[src/rtl/reorder_buffer_pkg.sv]
// Shared types and sizing for the reorder buffer and its CDB/arch-state neighbours.
package reorder_buffer_pkg;

  localparam int unsigned NUM_FU       = 2;
  localparam int unsigned NUM_PHYS_REG = 128;
  localparam int unsigned NUM_FLAGS    = 4;
  localparam int unsigned WORD_SIZE_P  = 32;
  localparam int unsigned ROB_DEPTH    = 16;

  localparam int unsigned PR_W      = $clog2(NUM_PHYS_REG);
  localparam int unsigned ROB_IDX_W = $clog2(ROB_DEPTH);

  // Common data bus broadcast from one functional unit.
  typedef struct packed {
    logic                   valid;
    logic [PR_W-1:0]        dest;
    logic [WORD_SIZE_P-1:0] result;
  } CDB_t;

  // One in-flight instruction awaiting in-order commit.
  typedef struct packed {
    logic                 valid;
    logic                 has_dest;
    logic [PR_W-1:0]      dest;
    logic [PR_W-1:0]      old_dest;
    logic                 is_branch;
    logic [NUM_FLAGS-1:0] flag_mask;
    logic [NUM_FLAGS-1:0] flags;
    logic                 dest_done;
    logic                 res_done;
    logic                 mispredict;
  } rob_entry_t;

endpackage

[src/rtl/reorder_buffer.sv]
// In-order commit buffer: entries complete out of order, the head retires at
// most once per cycle and drives registered commit pulses to arch_state.
module reorder_buffer
  import reorder_buffer_pkg::*;
#(
  parameter  int unsigned ROB_DEPTH    = reorder_buffer_pkg::ROB_DEPTH,
  parameter  int unsigned NUM_FU       = reorder_buffer_pkg::NUM_FU,
  parameter  int unsigned NUM_PHYS_REG = reorder_buffer_pkg::NUM_PHYS_REG,
  parameter  int unsigned NUM_FLAGS    = reorder_buffer_pkg::NUM_FLAGS,
  localparam int unsigned PR_W         = $clog2(NUM_PHYS_REG),
  localparam int unsigned IDX_W        = $clog2(ROB_DEPTH)
) (
  input  logic                   clk_i,
  input  logic                   reset_i,
  input  logic                   disp_valid_i,
  output logic                   disp_ready_o,
  input  logic                   disp_has_dest_i,
  input  logic [PR_W-1:0]        disp_dest_i,
  input  logic [PR_W-1:0]        disp_old_dest_i,
  input  logic                   disp_is_branch_i,
  input  logic [NUM_FLAGS-1:0]   disp_flag_mask_i,
  output logic [IDX_W-1:0]       disp_rob_idx_o,
  input  CDB_t                   cdb_i [NUM_FU],
  input  logic                   res_valid_i,
  input  logic [IDX_W-1:0]       res_rob_idx_i,
  input  logic [NUM_FLAGS-1:0]   res_flags_i,
  input  logic                   res_mispredict_i,
  output logic                   rob_phys_valid_o,
  output logic [PR_W-1:0]        rob_phys_reg_cl_o,
  output logic [PR_W-1:0]        rob_phys_reg_set_o,
  output logic                   rob_phys_mispredict_o,
  output logic                   rob_flag_valid_o,
  output logic [2*NUM_FLAGS-1:0] rob_flag_o,
  output logic [IDX_W:0]         rob_count_o
);

  logic [IDX_W:0]         head_q, head_d, tail_q, tail_d;
  rob_entry_t             entries_q [ROB_DEPTH];
  rob_entry_t             entries_d [ROB_DEPTH];

  logic                   phys_valid_q, phys_valid_d;
  logic [PR_W-1:0]        reg_cl_q, reg_cl_d;
  logic [PR_W-1:0]        reg_set_q, reg_set_d;
  logic                   mispredict_q, mispredict_d;
  logic                   flag_valid_q, flag_valid_d;
  logic [2*NUM_FLAGS-1:0] flag_q, flag_d;

  logic [IDX_W-1:0]       head_idx, tail_idx;
  rob_entry_t             head_e;
  logic                   full, retire, flush, disp_fire;
  logic                   cdb_result_unused;

  // Occupancy, head readiness and dispatch handshake from the current state.
  always_comb begin
    head_idx       = head_q[IDX_W-1:0];
    tail_idx       = tail_q[IDX_W-1:0];
    head_e         = entries_q[head_idx];
    full           = (head_idx == tail_idx) && (head_q[IDX_W] != tail_q[IDX_W]);
    retire         = head_e.valid && head_e.dest_done && head_e.res_done;
    flush          = retire && head_e.mispredict;
    disp_ready_o   = !full && !flush && !mispredict_q && !reset_i;
    disp_fire      = disp_valid_i && disp_ready_o;
    rob_count_o    = tail_q - head_q;
    disp_rob_idx_o = tail_idx;
  end

  // Entry updates: completions first, then retire/flush, then the new tail entry.
  // Readiness is judged on entries_q, so a same-cycle completion retires next cycle.
  always_comb begin
    entries_d = entries_q;
    for (int unsigned i = 0; i < ROB_DEPTH; i++) begin
      for (int unsigned f = 0; f < NUM_FU; f++) begin
        if (cdb_i[f].valid && entries_q[i].valid && entries_q[i].has_dest &&
            !entries_q[i].dest_done && (entries_q[i].dest == cdb_i[f].dest)) begin
          entries_d[i].dest_done = 1'b1;
        end
      end
    end
    if (res_valid_i && entries_q[res_rob_idx_i].valid) begin
      entries_d[res_rob_idx_i].res_done   = 1'b1;
      entries_d[res_rob_idx_i].flags      = res_flags_i;
      entries_d[res_rob_idx_i].mispredict = res_mispredict_i && entries_q[res_rob_idx_i].is_branch;
    end
    if (retire) begin
      entries_d[head_idx].valid = 1'b0;
    end
    if (flush) begin
      for (int unsigned i = 0; i < ROB_DEPTH; i++) begin
        entries_d[i].valid = 1'b0;
      end
    end
    if (disp_fire) begin
      entries_d[tail_idx] = '{
        valid:      1'b1,
        has_dest:   disp_has_dest_i,
        dest:       disp_dest_i,
        old_dest:   disp_old_dest_i,
        is_branch:  disp_is_branch_i,
        flag_mask:  disp_flag_mask_i,
        flags:      '0,
        dest_done:  !disp_has_dest_i,
        res_done:   !(disp_is_branch_i || (|disp_flag_mask_i)),
        mispredict: 1'b0
      };
    end
  end

  // Pointer advance; a mispredict flush collapses head onto tail.
  always_comb begin
    tail_d = tail_q + {{IDX_W{1'b0}}, disp_fire};
    head_d = flush ? tail_q : head_q + {{IDX_W{1'b0}}, retire};
  end

  // Commit outputs are single-cycle pulses of the retiring head's fields.
  always_comb begin
    phys_valid_d = 1'b0;
    reg_cl_d     = '0;
    reg_set_d    = '0;
    mispredict_d = 1'b0;
    flag_valid_d = 1'b0;
    flag_d       = '0;
    if (retire) begin
      phys_valid_d = head_e.has_dest;
      reg_cl_d     = head_e.old_dest;
      reg_set_d    = head_e.dest;
      mispredict_d = head_e.mispredict;
      flag_valid_d = |head_e.flag_mask;
      flag_d       = {head_e.flag_mask, head_e.flags};
    end
  end

  // CDB result data is carried for other consumers; only tags matter here.
  always_comb begin
    cdb_result_unused = 1'b0;
    for (int unsigned f = 0; f < NUM_FU; f++) begin
      cdb_result_unused = cdb_result_unused ^ (^cdb_i[f].result);
    end
  end

  // State registers with asynchronous reset.
  always_ff @(posedge clk_i or posedge reset_i) begin
    if (reset_i) begin
      head_q       <= '0;
      tail_q       <= '0;
      for (int unsigned i = 0; i < ROB_DEPTH; i++) begin
        entries_q[i] <= '0;
      end
      phys_valid_q <= 1'b0;
      reg_cl_q     <= '0;
      reg_set_q    <= '0;
      mispredict_q <= 1'b0;
      flag_valid_q <= 1'b0;
      flag_q       <= '0;
    end else begin
      head_q       <= head_d;
      tail_q       <= tail_d;
      entries_q    <= entries_d;
      phys_valid_q <= phys_valid_d;
      reg_cl_q     <= reg_cl_d;
      reg_set_q    <= reg_set_d;
      mispredict_q <= mispredict_d;
      flag_valid_q <= flag_valid_d;
      flag_q       <= flag_d;
    end
  end

  assign rob_phys_valid_o      = phys_valid_q;
  assign rob_phys_reg_cl_o     = reg_cl_q;
  assign rob_phys_reg_set_o    = reg_set_q;
  assign rob_phys_mispredict_o = mispredict_q;
  assign rob_flag_valid_o      = flag_valid_q;
  assign rob_flag_o            = flag_q;

  // A branch never writes a physical register.
  illegal_branch_dest_a: assert property (@(posedge clk_i) disable iff (reset_i)
    (disp_valid_i && disp_ready_o) |-> !(disp_is_branch_i && disp_has_dest_i));

endmodule

[config.mk]
export PLATFORM = sky130hd
export DESIGN_NAME = reorder_buffer
export DESIGN_NICKNAME = d
export VERILOG_FILES = /design/src/rtl/reorder_buffer_pkg.sv /design/src/rtl/reorder_buffer.sv
export SDC_FILE = /design/constraint.sdc
export NUM_CORES = 1
export LEC_CHECK = 0
export CORE_ASPECT_RATIO = 1.2
export CORE_MARGIN = 2
export CORE_UTILIZATION = 25
export CTS_CLUSTER_DIAMETER = 120
export CTS_CLUSTER_SIZE = 40
export DETAILED_ROUTE_END_ITERATION = 10
export GPL_TIMING_DRIVEN = 0
export HOLD_SLACK_MARGIN = 0.05
export PLACE_DENSITY = 0.38
export SYNTH_ARGS = -nofsm -noshare
export SYNTH_HDL_FRONTEND = slang
export SYNTH_SLANG_ARGS = --single-unit
[constraint.sdc]
create_clock -name clk_i -period 29 [get_ports clk_i]
set_input_delay 4.35 -clock clk_i [delete_from_list [all_inputs] [get_ports clk_i]]
set_output_delay 4.35 -clock clk_i [all_outputs]
set_load 0.02 [all_outputs]
==> flow_summary_export.csv, run 1 <==
group,metric,value,unit
grt,grt_pass1_vias,17416,
synthesis,synth_flop_cell,"dfrtp_1",
timing,setup_viol,0,
synthesis,synth.mux.area_fraction,31.6,%
routing,drtIter0Drc,1181,
routing,vias,16485,
power_and_ir_drop,p_leak,11.9,nW
placed_design,place_area,27900,sq um
synthesis,syn_avg_cell_area,13.6,sq um
setup_path,timing.rr.start,"head_q[1]",
clock_tree,h-tree-depth,1,
timing,fin_crit_sh,35.5,%
clock_tree,clockBufferDepth,3,
setup_path,slowest_stage,"clkdlybuf4s50_1",
clock_tree,cts_resized,0,
clock_tree,numCtsBuffers,18,
setup_path,cp_num_buf_inv,2,
synthesis,synth_fa_ha_area_share,0.476,%
grt,grt_max_degree,128,
timing,relSlewSlack,6.09,%
cells_and_area,syn_to_final_growth,13.1,%
synthesis,ys_warn_count,0,
power_and_ir_drop,power_per_cell_area,102,nW/um^2
clock_tree,clkLatencyLatePin,620,ps
setup_path,crit_top_cell,"clkdlybuf4s50_1",
placed_design,dp_hpwl,76800,um
grt,track_usage,20.4,%
min_path,min_to,"entries_q[353]",
placed_design,dp.cells,3228,
setup_path,path_delay_family,"buffers and inverters",
clock_tree,cts.sink_count,483,
synthesis,synth_xor_area_share,8.13,%
grt,antenna_found_initial,1,
clock_tree,cts_hold_buf,0,
floorplan,ios,148,
flow_run,drv_cap,0,
placed_design,place_congestion,0.903,
synthesis,ys_ff_latch,483,
power_and_ir_drop,p_int,1.75,mW
setup_path,critPathRequiredTime,24650,ps
timing,fin_crit,10290,ps
synthesis,synth_cell_types,53,
synthesis,synth_compound_area_share,1.50,%
setup_path,slowest_delay,610,ps
routing,totalWireLength,105000,um
setup_path,critical_path.cell_chain,"clkdlybuf4s50_1, nor2_1, and3_1, clkdlybuf4s50_1",
synthesis,synth_edf_count,0,
timing,clock-skew-final,42.7,ps
cells_and_area,drive_above_1_share,30.9,%
clock_tree,post_cts_buffers,0,
cells_and_area,instances_no_fill,3259,
cells_and_area,layout.nets,2080,
min_path,hp-class,"reg -> reg",
setup_path,crit_path_end_kind,"output port",
timing,hold_slack,509,ps
routing,antenna_left,0,
setup_path,critical_path_class,"in -> out",
clock_tree,cts_root_buf,"clkbuf_16",
routing,drc,0,
synthesis,synthesis.nets,1978,
timing,tns,0,ps
power_and_ir_drop,comb_power_share,44.8,%
synthesis,syn_area,25200,sq um
timing,fmax,97.2,MHz
floorplan,fp.dieH,352,um
setup_path,regToRegEndpoint,"entries_q[131]",
floorplan,num_rows,127,
setup_path,r2r_setup_slack,21950,ps
synthesis,synthArstFlopShare,100,%
cells_and_area,fill_cells,10074,
timing,hold_violations,0,
min_path,whs_path_depth,1,
timing,drv_slew,0,
routing,avgRoutedWirePerCell,32.3,um
timing,rsz0062_at_grt,"no",
setup_path,reg2reg_depth,13,
cells_and_area,layout_commonest_cell,"dfrtp_1",
grt,grt_first_pass_wirelength,147000,um
min_path,min_from,"entries_q[353]",
setup_path,crit_path_start_kind,"input port",
floorplan,die_w,294,um
floorplan,core-area,99900,sq um
clock_tree,cts_tree,"done",
power_and_ir_drop,total_power,2.92,mW
synthesis,synth_cells,1856,
setup_path,cp_max_fo,3,
synthesis,synth_top_family_by_area,"multiplexers",
status,status,"finished, final reports clean",
timing,worst_slew_pin_slew,1410,ps
setup_path,arrival,5940,ps
power_and_ir_drop,p_clk_share,13.5,%
power_and_ir_drop,pwr-share-seq,41.7,%
cells_and_area,final_cell_mix,"dfrtp_1, mux2_2, xnor2_1",
clock_tree,clkTransAtPathRegs,140,ps
routing,viasPerCell,5.06,
cells_and_area,stdcell_area,28500,sq um
placed_design,portBuffers,65,
floorplan,initial_core_util,25.2,%
routing,dr.pass1.iters,5,
synthesis,synth_simple_gate_area_share,7.30,%
floorplan,die_area,103000,sq um
grt,grt-ovfl-total,0,
power_and_ir_drop,worst_ir_drop_vdd,0.0391,mV
power_and_ir_drop,switching_share,40.1,%
synthesis,ys_seq_area_share,47.9,%
power_and_ir_drop,power_switching,1.17,mW
==> worst reg2reg max path, stage by stage, from the launching register on <==
cell and delay [ps]:
dfrtp_1 500, buf_6 240, buf_2 410, buf_2 440, clkbuf_1 550, clkbuf_1 940, inv_1 240, ha_1 370
and3_1 170, nand3_1 220, nand4_1 700, nor3_4 1260, buf_4 480, mux2_2 400
==> synth_stat cells, types with 21 or more instances <==
| master | instances | share of area (%) |
|---|---|---|
| nor2_1 | 88 | 1.3 |
| mux4_2 | 138 | 12 |
| clkbuf_1 | 86 | 1.3 |
| nor3_1 | 21 | 0.42 |
| buf_2 | 21 | 0.42 |
| nand2_1 | 25 | 0.37 |
| nand4_1 | 69 | 1.7 |
| xor2_1 | 68 | 2.4 |
| xnor2_1 | 166 | 5.8 |
| mux2i_1 | 105 | 4.2 |
| dfrtp_1 | 483 | 48 |
| buf_4 | 24 | 0.71 |
| nor2b_1 | 28 | 0.69 |
| mux2_2 | 321 | 14 |
| nor4_1 | 34 | 0.84 |
==> worst max-delay path by stage <==
stage | from | end | slack [ps] | depth (start not counted)
final | reset_i | disp_ready_o | 18710 | 4
after CTS | reset_i | disp_ready_o | 18710 | 4
after detailed placement | reset_i | disp_ready_o | 18710 | 4
after global placement | reset_i | entries_q[154] | 4450 | 2
after global routing | reset_i | disp_ready_o | 18630 | 4
after floorplan | reset_i | entries_q[0] | 11170 | 1
==> registers in the layout, indices dropped and copies added, names as in the netlist <==
register and cells:
rob_phys_mispredict_o 1, rob_flag_valid_o 1, rob_phys_reg_set_o 7, entries_q 448
rob_phys_reg_cl_o 7, rob_phys_valid_o 1, rob_flag_o 8, tail_q 5
head_q 5
==> routing by layer <==
metal	GRT usage, %	up-vias	routed length (um)
li1	-	6946	-
met1	27.0	9074	46100
met2	35.4	377	52500
met3	1.99	86	3660
met4	5.76	2	2970
met5	0	-	12
==> logic make-up (layout without fill, tap and decap cells) <==
group                    Yosys count  in the layout
multiplexers                     578            578
flip-flops                       483            483
AND/OR/NAND/NOR                  326            326
XOR/XNOR                         234            234
buffers and inverters            165            277
AO/OA/AOI/OAI                     61             61
adder cells (fa/ha/maj)            9              9
other                              0              1
==> cell type report <==
| type | instances | area, sq um | area share (%) |
|---|---|---|---|
| Timing Repair Buffer | 82 | 962 | 3.38 |
| Inverter | 14 | 62.6 | 0.219 |
| Tap cell | 1290 | 1610 | 5.66 |
| Buffer | 151 | 726 | 2.55 |
| Multi-Input combinational cell | 1208 | 12400 | 43.5 |
| Clock buffer | 20 | 479 | 1.68 |
| Antenna cell | 1 | 2.50 | 0.00878 |
| Clock inverter | 10 | 169 | 0.593 |
| Sequential cell | 483 | 12100 | 42.4 |
==> per-stage QoR <==
step                utilization (%)  setup WS (ps)
floorplan                         -          11170
global placement               27.5           4450
detailed placement             27.9          18710
CTS                            28.5          18710
global route                   28.5          18630
finish                         28.5          18710
==> power by group through the flow <==
stage	combinational [mW]	clock, mW	sequential (mW)
6_report	1.31	0.395	1.22
5_1_grt	1.39	0.430	1.25
4_1_cts	1.33	0.408	1.21
3_5_place_dp	1.33	0	1.22
3_3_place_gp	1.30	0	1.22
2_1_floorplan	0.879	0	1.12
No activity file was read; power rests on OpenSTA's default activity.
==> inputs of run 2 (changes only) <==
clock period = 9.65 ns   (was 29 ns; I/O delays follow)
==> flow_summary_export.csv, run 2 (synthesized netlist as in run 1, its figures left out) <==
group,metric,value,unit
routing,vias,16513,
timing,drv_slew,0,
timing,fin_crit_sh,73.3,%
placed_design,dp_hpwl,77400,um
timing,relSlewSlack,7.04,%
clock_tree,clockBufferDepth,3,
clock_tree,cts_root_buf,"clkbuf_16",
routing,totalWireLength,105000,um
min_path,min_to,"entries_q[353]",
cells_and_area,ff_latch_area,12100,sq um
clock_tree,h-tree-depth,1,
setup_path,crit_path_start_kind,"flip-flop",
timing,setup_viol,0,
grt,grt_max_degree,43,
clock_tree,numCtsBuffers,18,
min_path,min_from,"entries_q[353]",
routing,viasPerCell,5.05,
placed_design,portBuffers,65,
clock_tree,clkTransAtPathRegs,160,ps
cells_and_area,instances_no_fill,3268,
timing,clock-skew-final,55.4,ps
routing,dr.pass1.iters,5,
min_path,hp-class,"reg -> reg",
min_path,whs_path_depth,1,
timing,fmax,141,MHz
setup_path,critical_path_class,"reg -> reg",
routing,drc,0,
floorplan,num_rows,127,
cells_and_area,layout_commonest_cell,"dfrtp_1",
grt,track_usage,20.4,%
grt,grt_first_pass_wirelength,147000,um
status,status,"finished, final reports clean",
placed_design,place_area,28000,sq um
setup_path,crit_path_end_kind,"flip-flop",
setup_path,critPathRequiredTime,10110,ps
cells_and_area,fill_cells,10116,
clock_tree,clkLatencyLatePin,620,ps
clock_tree,cts_resized,0,
clock_tree,post_cts_buffers,0,
floorplan,fp.dieH,352,um
flow_run,drv_cap,0,
power_and_ir_drop,worst_ir_drop_vdd,0.127,mV
clock_tree,cts_tree,"done",
cells_and_area,syn_to_final_growth,13.5,%
cells_and_area,regMostFlops,"entries_q",
timing,tns,0,ps
cells_and_area,largest_reg_flops,448,
routing,drtIter0Drc,1294,
cells_and_area,post-route-util,28.6,%
clock_tree,cts_hold_buf,0,
placed_design,place_congestion,0.901,
routing,antenna_left,0,
cells_and_area,drive_above_1_share,31.3,%
setup_path,arrival,7530,ps
grt,grt-ovfl-total,0,
placed_design,dp.cells,3239,
clock_tree,cts.sink_count,483,
power_and_ir_drop,power_per_cell_area,305,nW/um^2
floorplan,ios,148,
grt,antenna_found_initial,4,
cells_and_area,final_cell_mix,"dfrtp_1, mux2_2, xnor2_1",
cells_and_area,multi_input_area,12400,sq um
setup_path,regToRegEndpoint,"entries_q[136]",
setup_path,timing.rr.start,"head_q[1]",
timing,rsz0062_at_grt,"no",
routing,avgRoutedWirePerCell,32.1,um
power_and_ir_drop,total_power,8.73,mW
cells_and_area,stdcell_area,28600,sq um
timing,hold_violations,0,
setup_path,r2r_setup_slack,2580,ps
setup_path,cp_max_fo,10,
setup_path,reg2reg_depth,13,
floorplan,die_area,103000,sq um
timing,worst_slew_pin_slew,1390,ps
power_and_ir_drop,p_leak,12.0,nW
floorplan,initial_core_util,25.2,%
grt,grt_pass1_vias,17511,
cells_and_area,layout.nets,2091,
timing,fin_crit,7070,ps
floorplan,core-area,99900,sq um
floorplan,die_w,294,um
run 2: cell types whose count changed in the layout (fill, tap and decap cells not counted), moves of 2 or more:
cell / previous run / this run
buf_12: 0 / 14
buf_16: 6 / 1
buf_6: 4 / 6
clkbuf_1: 80 / 78
inv_8: 3 / 1
run 2: area by class of cell:
type / instances / share of cell area [%]
Multi-Input combinational cell: 1208 / 43.3
Sequential cell: 483 / 42.2
Tap cell: 1290 / 5.64
Timing Repair Buffer: 93 / 3.91
Buffer: 151 / 2.54
Clock buffer: 19 / 1.66
Clock inverter: 9 / 0.476
Inverter: 14 / 0.205
Antenna cell: 1 / 0.00874
run 2: stage by stage:
step / setup slack (ps) / hold slack [ps]
floorplan: 1660 / 453
global placement: -2130 / 466
detailed placement: 2570 / 478
CTS: 2510 / 515
global route: 2390 / 527
finish: 2580 / 514
run 2: worst max path at each step:
stage | slack, ps | startpoint | cells after the start | end
finish | 2580 | head_q[1] | 13 | entries_q[136]
global route | 2390 | head_q[1] | 14 | entries_q[79]
CTS | 2510 | head_q[1] | 14 | entries_q[79]
detailed placement | 2570 | head_q[1] | 14 | entries_q[79]
global placement | -2130 | reset_i | 2 | entries_q[154]
floorplan | 1660 | reset_i | 1 | entries_q[0]
run 2: metal layers:
metal,vias to the layer above,wire [um],GRT usage (%)
li1,6963,-,-
met1,9071,45300,26.6
met2,393,53700,36.2
met3,84,3650,1.87
met4,2,2390,4.93
met5,-,13,0
run 2: power by group:
part	internal (mW)	total [mW]	switching [mW]	leakage [nW]
clock	0.392	1.15	0.753	0.296
combinational	2.00	3.93	1.94	5.38
sequential	2.84	3.65	0.818	6.28
total	5.22	8.73	3.51	12.0
run 2: critical path, stage by stage, from the launching register on:
cell and delay [ps]:
dfrtp_1 500, buf_6 240, buf_2 420, buf_2 440, clkbuf_1 520, clkbuf_1 930
inv_1 230, ha_1 360, and3_1 170, nand3_1 210, nand4_1 710, nor3_4 1270
buf_4 460, mux2_2 370
==> inputs of run 3 (changes only) <==
PLACE_DENSITY = 0.39   (was 0.38)
clock period = 6.4 ns   (was 9.65 ns; I/O delays follow)
==> flow_summary_export.csv, run 3 (synthesized netlist as in run 1, its figures left out) <==
group,metric,value,unit
status,status,"complete, but fails checks",
status,violations,"max-capacitance violations, max-slew violations",
placed_design,place_ws,-607,ps
power_and_ir_drop,total_power,13.2,mW
min_path,hp-class,"reg -> reg",
setup_path,timing.rr.start,"head_q[1]",
min_path,whs_path_depth,1,
power_and_ir_drop,worst_ir_drop_vdd,0.179,mV
clock_tree,clockBufferDepth,3,
timing,fin_crit,6170,ps
setup_path,critical_path_class,"reg -> reg",
clock_tree,h-tree-depth,1,
cells_and_area,layout.nets,2102,
setup_path,cp_max_fo,10,
power_and_ir_drop,power_per_cell_area,458,nW/um^2
routing,totalWireLength,104000,um
floorplan,core-area,99900,sq um
cells_and_area,stdcell_area,28800,sq um
clock_tree,cts_hold_buf,0,
timing,relSlewSlack,-0.762,%
clock_tree,cts_root_buf,"clkbuf_16",
grt,grt_max_degree,42,
grt,antenna_found_initial,3,
cells_and_area,drive_above_1_share,31.6,%
floorplan,ios,148,
setup_path,crit_path_end_kind,"flip-flop",
cells_and_area,syn_to_final_growth,14.1,%
clock_tree,clkLatencyLatePin,620,ps
min_path,min_from,"entries_q[353]",
setup_path,r2r_setup_slack,230,ps
timing,hold_slack,508,ps
floorplan,die_w,294,um
timing,worst_slew_pin_slew,1510,ps
routing,dr.pass1.iters,5,
setup_path,regToRegEndpoint,"entries_q[247]",
min_path,min_to,"entries_q[353]",
timing,setup_viol,0,
setup_path,arrival,6670,ps
power_and_ir_drop,p_leak,12.0,nW
timing,fin_crit_sh,96.5,%
placed_design,place_area,28000,sq um
timing,drv_slew,11,
timing,rsz0062_at_grt,"no",
grt,grt_pass1_vias,17229,
routing,avgRoutedWirePerCell,31.8,um
grt,grt_first_pass_wirelength,145000,um
routing,antenna_left,0,
placed_design,place_congestion,0.879,
routing,vias,16407,
grt,track_usage,20.2,%
timing,setup_slack,226,ps
floorplan,die_area,103000,sq um
flow_run,drv_cap,1,
routing,drc,0,
routing,drtIter0Drc,1242,
timing,hold_violations,0,
cells_and_area,regMostFlops,"entries_q",
clock_tree,numCtsBuffers,18,
clock_tree,cts_tree,"done",
placed_design,portBuffers,65,
setup_path,reg2reg_depth,13,
clock_tree,cts.sink_count,483,
floorplan,initial_core_util,25.2,%
cells_and_area,largest_reg_flops,448,
placed_design,dp_hpwl,76500,um
clock_tree,clkTransAtPathRegs,150,ps
setup_path,crit_path_start_kind,"flip-flop",
routing,viasPerCell,5.01,
timing,clock-skew-final,43.8,ps
cells_and_area,final_cell_mix,"dfrtp_1, mux2_2, xnor2_1",
timing,fmax,162,MHz
floorplan,num_rows,127,
cells_and_area,layout_commonest_cell,"dfrtp_1",
floorplan,fp.dieH,352,um
setup_path,critPathRequiredTime,6890,ps
grt,grt-ovfl-total,0,
-- run 3: layout make-up --
| type | count | area (sq um) |
|---|---|---|
| multi-input cells | 1208 | 12400 |
| well taps | 1290 | 1610 |
| inverters | 14 | 58.8 |
| fillers | 10038 | 71200 |
| flip-flops and latches | 483 | 12100 |
| clock inverters | 7 | 175 |
| diodes | 1 | 2.50 |
| clock buffers | 19 | 475 |
| repair buffers | 104 | 1230 |
| plain buffers | 151 | 726 |
-- run 3: worst max-delay path by stage --
stage	start	endpoint	cells after the start
after floorplan	reset_i	entries_q[0]	1
after global placement	reset_i	entries_q[126]	2
after detailed placement	head_q[1]	entries_q[75]	14
after CTS	head_q[1]	entries_q[372]	13
after global routing	head_q[1]	entries_q[247]	13
final	head_q[1]	entries_q[247]	13
-- run 3: timing repair --
item,in CTS,in global routing
setup endpoints to repair,202,32
pin swaps,3,3
buffers inserted,8,7
resized for setup,2,0
-- run 3: worst max-delay path: stages (launching register included) --
cell and delay, ps:
dfrtp_1 490, buf_6 240, buf_2 420, buf_2 410
clkbuf_1 510, clkbuf_2 570, inv_1 180, ha_1 320
and3_1 160, nand3_1 200, nand4_1 680, nor3_4 1060
buf_4 420, mux2_2 370
-- run 3: metrics by stage --
stage	cells	util, %	TNS [ps]
finish	3277	28.8	0
global route	3276	28.8	0
CTS	3268	28.7	0
detailed placement	3234	28.0	-57030
global placement	3211	27.5	-2409970
floorplan	1856	-	-534530
-- run 3: report_power, final --
part	total (mW)	internal [mW]	switching, mW
clock network	1.76	0.629	1.14
registers	5.50	4.28	1.22
logic	5.93	3.04	2.89
total	13.2	7.94	5.24
-- run 3: per-layer routing --
metal	global-route usage [%]	part of all wire, %
met3	2.00	3.8
met2	35.3	50
met4	6.75	3.5
met1	26.1	42
met5	0	0.0077
